[config.mk]
export PLATFORM = sky130hd
export DESIGN_NAME = word_packer
export DESIGN_NICKNAME = d
export VERILOG_FILES = /design/src/rtl/word_packer_pkg.sv /design/src/rtl/packer_accum.sv /design/src/rtl/word_packer.sv
export SDC_FILE = /design/constraint.sdc
export NUM_CORES = 1
export LEC_CHECK = 0
export BUFFER_PORTS_ARGS = -buffer_cell sky130_fd_sc_hd__buf_2
export CAP_MARGIN = 15
export CORE_ASPECT_RATIO = 1.5
export CORE_MARGIN = 8
export CORE_UTILIZATION = 60
export CTS_CLUSTER_SIZE = 25
export DETAILED_ROUTE_END_ITERATION = 10
export PLACE_DENSITY = 0.94
export SYNTH_ARGS = -nofsm -noshare
export SYNTH_HDL_FRONTEND = slang
export SYNTH_SLANG_ARGS = --single-unit
[constraint.sdc]
create_clock -name clk -period 3.4 [get_ports clk]
set_clock_uncertainty 0.1 [all_clocks]
set_input_delay 0.34 -clock clk [delete_from_list [all_inputs] [get_ports clk]]
set_output_delay 0.34 -clock clk [all_outputs]
set_load 0.03 [all_outputs]
[src/rtl/word_packer_pkg.sv]
// Shared constants, accumulator state encoding and the count-width helper
// used by the word packer and its slot accumulator.
package word_packer_pkg;

    localparam logic MODE_PACK = 1'b0;
    localparam logic MODE_REPL = 1'b1;

    typedef enum logic {
        IDLE = 1'b0,
        FILL = 1'b1
    } acc_state_e;

    // Ceiling log2; clog2(RATIO+1) gives a count wide enough to hold RATIO.
    function automatic int clog2(input int n);
        int r;
        r = 0;
        while ((1 << r) < n) r++;
        return r;
    endfunction

endpackage

[src/rtl/packer_accum.sv]
// Slot accumulator: holds partially packed words, decodes per-slot write
// enables, and presents the completed word/count on the completing beat.
module packer_accum
    import word_packer_pkg::*;
#(
    parameter int IN_W      = 4,
    parameter int RATIO     = 4,
    parameter int MSB_FIRST = 1,
    localparam int CW       = clog2(RATIO + 1)
) (
    input  logic                  clk,
    input  logic                  rst_n,
    input  logic                  acc_en,
    input  logic                  mode,
    input  logic [IN_W-1:0]       in_data,
    input  logic                  in_last,
    output logic                  done,
    output logic [RATIO*IN_W-1:0] word,
    output logic [CW-1:0]         cnt
);

    acc_state_e                   state_q, state_d;
    logic [CW-1:0]                count_q, count_d, count_inc;
    logic [RATIO-1:0][IN_W-1:0]   slots_q, slots_d, slots_wr;
    logic [RATIO-1:0]             we;
    logic                         mode_q, mode_d, eff_mode;

    // Mode is latched on the first beat of a word; later changes wait for IDLE.
    assign eff_mode  = (state_q == IDLE) ? mode : mode_q;
    assign count_inc = count_q + CW'(1);

    // Write-enable decode: slot `count` maps to a physical lane by MSB_FIRST.
    always_comb begin
        we = '0;
        for (int i = 0; i < RATIO; i++) begin
            if (MSB_FIRST != 0) we[i] = (CW'(RATIO - 1 - i) == count_q);
            else                we[i] = (CW'(i) == count_q);
        end
    end

    // Slot contents as they would be with the current word written in.
    always_comb begin
        for (int i = 0; i < RATIO; i++)
            slots_wr[i] = we[i] ? in_data : slots_q[i];
    end

    // Next-state / completion logic.
    always_comb begin
        state_d = state_q;
        count_d = count_q;
        slots_d = slots_q;
        mode_d  = mode_q;
        done    = 1'b0;
        word    = slots_wr;
        cnt     = count_inc;
        if (eff_mode == MODE_REPL) begin
            word = {RATIO{in_data}};
            cnt  = CW'(RATIO);
        end
        if (acc_en) begin
            if (eff_mode == MODE_REPL || count_inc == CW'(RATIO) || in_last) begin
                done    = 1'b1;
                state_d = IDLE;
                count_d = '0;
                slots_d = '0;
            end else begin
                state_d = FILL;
                count_d = count_inc;
                slots_d = slots_wr;
                mode_d  = eff_mode;
            end
        end
    end

    // State register; reset drops any partial word.
    always_ff @(posedge clk or negedge rst_n) begin
        if (!rst_n) begin
            state_q <= IDLE;
            count_q <= '0;
            slots_q <= '0;
            mode_q  <= MODE_PACK;
        end else begin
            state_q <= state_d;
            count_q <= count_d;
            slots_q <= slots_d;
            mode_q  <= mode_d;
        end
    end

endmodule

[src/rtl/word_packer.sv]
// Packs RATIO narrow input words into one wide output word (or replicates a
// single word), with a valid/ready handshake on both sides and a registered
// output stage that sustains one beat per cycle.
module word_packer
    import word_packer_pkg::*;
#(
    parameter int IN_W      = 4,
    parameter int RATIO     = 4,
    parameter int MSB_FIRST = 1,
    localparam int CW       = clog2(RATIO + 1)
) (
    input  logic                  clk,
    input  logic                  rst_n,
    input  logic                  in_valid,
    output logic                  in_ready,
    input  logic [IN_W-1:0]       in_data,
    input  logic                  in_last,
    input  logic                  mode,
    output logic                  out_valid,
    input  logic                  out_ready,
    output logic [RATIO*IN_W-1:0] out_data,
    output logic [CW-1:0]         out_cnt,
    output logic                  out_last
);

    logic                  acc_en;
    logic                  done;
    logic [RATIO*IN_W-1:0] word;
    logic [CW-1:0]         cnt;

    // Accept whenever the output register is empty or draining this cycle.
    assign in_ready = !out_valid || out_ready;
    assign acc_en   = in_valid && in_ready;

    packer_accum #(
        .IN_W      (IN_W),
        .RATIO     (RATIO),
        .MSB_FIRST (MSB_FIRST)
    ) u_accum (
        .clk     (clk),
        .rst_n   (rst_n),
        .acc_en  (acc_en),
        .mode    (mode),
        .in_data (in_data),
        .in_last (in_last),
        .done    (done),
        .word    (word),
        .cnt     (cnt)
    );

    // Output register: load on completion (even while draining), else clear valid on consume.
    always_ff @(posedge clk or negedge rst_n) begin
        if (!rst_n) begin
            out_valid <= 1'b0;
            out_data  <= '0;
            out_cnt   <= '0;
            out_last  <= 1'b0;
        end else if (done) begin
            out_valid <= 1'b1;
            out_data  <= word;
            out_cnt   <= cnt;
            out_last  <= in_last;
        end else if (out_valid && out_ready) begin
            out_valid <= 1'b0;
        end
    end

endmodule

### Yosys cells after proc, flatten, opt, wreduce, memory -nomap -nowiden

Index checks and enable logic that the tools add are counted.

| word-level totals | value |
|---|---|
| word-level logic and storage cells | 40 |
| register bits after elaboration | 42 |
| output and inout port bits | 22 |
| input port bits | 10 |

| cells by class | value |
|---|---|
| reductions and logical operators | 9 |
| bitwise operators | 1 |
| add/subtract/negate cells | 1 |
| eq/ne operators | 4 |
| muxes and demuxes | 14 |

Operators with widths:

| cell | count |
|---|---|
| 2-to-1 mux 16 bit | 2 |
| 2-to-1 mux 4 bit | 4 |
| == test 2 x 3 -> 1 bit, first input constant | 2 |
| 2-to-1 mux 1 bit | 6 |
| 2-to-1 mux 3 bit | 2 |
| adder 3 x 1 -> 3 bit, second input constant | 1 |
| == test 1 x 3 -> 1 bit, first input constant | 1 |
| == test 3 bit, second input constant | 1 |
| logical NOT 3 bit | 1 |
| logical OR 1 bit | 3 |
| logical AND 1 bit | 2 |
| AND reduction 2 bit | 1 |
| nonzero test 2 bit | 1 |
| logical NOT 1 bit | 1 |
| inverter 1 bit | 1 |

### Logic depth before layout (Yosys ltp)

| logic depth | value |
|---|---|
| word-level depth | 7 |
| depth in mapped cells | 8 |
| gate-level depth less buffers | 6 |

### Modules after synthesis

From an unflattened synthesis, not the netlist that was laid out.

| second synthesis, totals | value |
|---|---|
| cells, all modules | 150 |
| area total of the unflattened synthesis | 2124.5 um2 |

By module, submodules not included:

| module | cells an instance | times used | area an instance (um2) | seq. area each (um2) |
|---|---|---|---|---|
| packer_accum | 104 | 1 | 1261.2 | 525.5 |
| word_packer | 46 | 1 | 863.3 | 525.5 |

### Least setup slack after synthesis

Ideal clock, no wire load.

| timing path | value |
|---|---|
| kind | flip-flop to flip-flop |
| from | reg u_accum.count_q[0] |
| to | reg out_data[0] |
| required time | 3179 ps |
| slack | 1403 ps |
| stages on the path, launching flop included | 8 |
| data arrival time | 1776 ps |
| path buffers | 1 |
| cells stage by stage | dfrtp_1 -> ha_1 -> ha_1 -> nor2b_1 -> or3_1 -> buf_2 -> nor2b_1 -> o22a_1 |

| on the way | value |
|---|---|
| longest elaborated chain between the ends | 6 |
| elaborated cells between the ends (all ways) | 9 |
| those cells by class | add/sub (1); eq/ne (2); mux (4); reduce/logical (2) |

RTL lines:

| element | line | source |
|---|---|---|
| start, declared | packer_accum.sv:23 | `logic [CW-1:0] count_q, count_d, count_inc;` |
| start signal, assigned | packer_accum.sv:84 | `count_q <= count_d;` |
| adder 3 x 1 -> 3 bit | packer_accum.sv:30 | `assign count_inc = count_q + CW'(1);` |
| == test 3 bit | packer_accum.sv:61 | `if (eff_mode == MODE_REPL \|\| count_inc == CW'(RATIO) \|\| in_last) begin` |
| logical OR 1 bit (2 in a row) | packer_accum.sv:61 |  |
| 2-to-1 mux 1 bit | packer_accum.sv:61 |  |
| 2-to-1 mux 1 bit | packer_accum.sv:60 | `if (acc_en) begin` |
| end signal, assigned | word_packer.sv:60 | `out_data <= word;` |
| end, declared | word_packer.sv:21 | `output logic [RATIO*IN_W-1:0] out_data,` |

Parallel ways exist; a longest one is shown, timed or not.
A chain may end at the register's enable or synchronous reset.

### Final worst setup path

Same ends and word-level chain as after synthesis.

==> impl_metrics.py <==
metrics = {
    "drt": {
        "drt_iter0_markers": 41,
        "ant_nets": 0,
        "drcViolationCount": 0,
        "dr.pass1.iters": 4,
        "wl_per_cell_um": 16.7,
        "vias": 1456,
        "viasPerCell": 5.80,
        "wl_um": 4190,
    },
    "synth": {
        "avgSynthCellArea_um2": 11.1,
        "yosys.area.top_type_share_pct": 52.2,
        "ys_ff_latch": 42,
        "yosysSeqAreaShare_pct": 52.2,
        "syn_inst": 182,
        "synth_top_area_cell": "dfrtp_1",
        "netlist_area_um2": 2010,
        "ys_types": 26,
        "yosysWarnings": 0,
        "syn_nets": 198,
        "synth.area.top_cells": "dfrtp_1, mux2i_1, o31ai_1",
    },
    "cells_and_area": {
        "final_common_cell": "dfrtp_1",
        "fin_nets": 225,
        "final_cell_mix": "dfrtp_1, buf_2, nand2_1, mux2i_1, o31ai_1",
        "num_antenna_cells": 0,
        "drive_gt1_share_pct": 21.1,
        "syn_to_final_growth_pct": 12.3,
    },
    "grt": {
        "antenna_found_initial": 0,
        "overflow": 0,
        "grt_use_total_pct": 16.1,
        "grt_max_degree": 43,
        "grt_pass1_vias": 1455,
        "grt_pass1_wl_um": 7050,
    },
    "floorplanning": {
        "core_um2": 3320,
        "rows": 26,
        "start_util_pct": 60.7,
        "fp.dieW_um": 63.3,
        "die_area_um2": 5510,
        "die_h_um": 87.0,
        "ios": 32,
    },
    "cts": {
        "hold_buffers": 0,
        "cts_buffers": 5,
        "post_cts_resize_count": 0,
        "clk_latency_ns": 0.29,
        "clkSinkCount": 42,
        "tritoncts": "built",
        "clkTransAtPathRegs_ns": 0.07,
        "post-cts-setup-buffer-count": 0,
        "clock_path_buffers": 2,
        "clockRootBuffer": "clkbuf_8",
        "htreeDepth": 2,
    },
    "setup_path": {
        "rr_worst_depth": 6,
        "critPathKind": "reg -> reg",
        "crit_path_end_kind": "flip-flop",
        "cp.required_ns": 3.53,
        "critPathLaunchType": "flip-flop",
        "path_max_fanout": 14,
        "arrival_ns": 2.55,
    },
    "min_path": {
        "worstHoldPathType": "in -> async",
    },
    "power": {
        "p_leak_nw": 1.16,
        "powerDensity_nw_per_um2": 586,
        "ir_drop_mv": 0.428,
    },
    "sta": {
        "max_clock_freq_mhz": 413,
        "rsz0062_at_grt": "no",
        "finalSetupTns_ns": 0,
        "min_period_ns": 2.42,
        "finalMaxSlewViolations": 0,
        "setup_viol": 0,
        "hold_violations": 0,
        "worst_pin_slew_ns": 0.916,
        "hold_ws_ns": 0.0702,
        "finalCritPeriodShare_pct": 71.2,
        "slew_headroom_pct": 38.9,
    },
    "place": {
        "portBuffers": 31,
        "hpwl_um": 2940,
        "place_congestion": 0.848,
    },
    "run_status": {
        "status": "finished clean",
    },
    "flow_run": {
        "max_cap_violations": 0,
    },
}
[synthesized netlist by cell type]
cell       n
a21o_1    14
nand3_1    1
nand2_1   25
buf_6      2
a211oi_1  12
clkbuf_1   5
mux2i_1   17
ha_1       6
inv_1      3
nor2b_1    3
o22a_1     4
buf_2      4
dfrtp_1   42
or3_1      1
nor2_1     4
nor3_1     1
o21a_1     2
buf_1      4
o311ai_2   1
mux2_2     1
o31ai_2    1
nand2b_1   3
o31ai_1   17
o21ai_0    3
a21oi_1    5
mux2_4     1
[registers in the layout (all words and copies together) (netlist names)]
| signal | flops |
|---|---|
| out_cnt | 3 |
| out_data | 16 |
| out_last | 1 |
| out_valid | 1 |
| u_accum.count_q | 3 |
| u_accum.mode_q | 1 |
| u_accum.slots_q | 16 |
| u_accum.state_q | 1 |
[worst max-delay path, cell delays in order, from the launching register on]
cell and delay [ns]:
dfrtp_1 0.47, ha_1 0.24, ha_1 0.30, nor2b_1 0.28, or3_1 0.45, nor2b_1 0.33, o22a_1 0.18
[cells by family after synthesis]
logic type / synth area share [%]
fa+ha+maj: 3.73
compound gates: 21.9
mux: 9.75
buf+inv: 4.35
simple gates: 8.07
flops: 52.2
[stage by stage]
stage          power (mW)  instances  utilization (%)  setup slack (ns)  instance area, um^2
2_1_floorplan       0.916        182                -              1.40                 2010
3_3_place_gp         1.02        244             65.9              1.13                 2190
3_5_place_dp         1.04        244             65.9              1.00                 2190
4_1_cts              1.34        251             68.2             0.975                 2260
5_1_grt              1.40        251             68.2             0.843                 2260
6_report             1.33        251             68.2             0.978                 2260
[power by group]
group	switching (mW)	total, mW	internal, mW
combinational	0.272	0.407	0.135
sequential	0.0422	0.617	0.574
clock	0.161	0.302	0.141
total	0.475	1.33	0.851
[per-layer routing]
| metal | wire [um] | track usage (%) | vias up |
|---|---|---|---|
| li1 | - | - | 708 |
| met1 | 1810 | 18.8 | 704 |
| met2 | 2120 | 26.8 | 38 |
| met3 | 212 | 4.90 | 6 |
| met4 | 53 | 6.72 | 0 |
| met5 | 0 | 0 | - |
[layout make-up]
class / count / area [um^2]
Clock buffer: 7 / 76.3
Fill cell: 270 / 1060
Inverter: 3 / 11.3
Multi-Input combinational cell: 122 / 886
Sequential cell: 42 / 1050
Tap cell: 42 / 52.6
Timing Repair Buffer: 35 / 185
[final timing paths]
kind	startpoint	endpoint	slack (ns)
max	u_accum.count_q[0]$_DFFE_PN0N_	out_data[0]$_DFFE_PN0P_	0.98
min	rst_n	out_valid$_DFFE_PN0P_	0.07
max reg2reg	u_accum.count_q[0]$_DFFE_PN0N_	out_data[0]$_DFFE_PN0P_	0.98
min reg2reg	out_data[11]$_DFFE_PN0P_	out_data[11]$_DFFE_PN0P_	0.37
max in group asynchronous	rst_n	u_accum.slots_q[4]$_DFFE_PN0N_	2.55
min in group clk	in_valid	out_valid$_DFFE_PN0P_	0.22
Note: power is estimated with default switching activity, not from simulation.
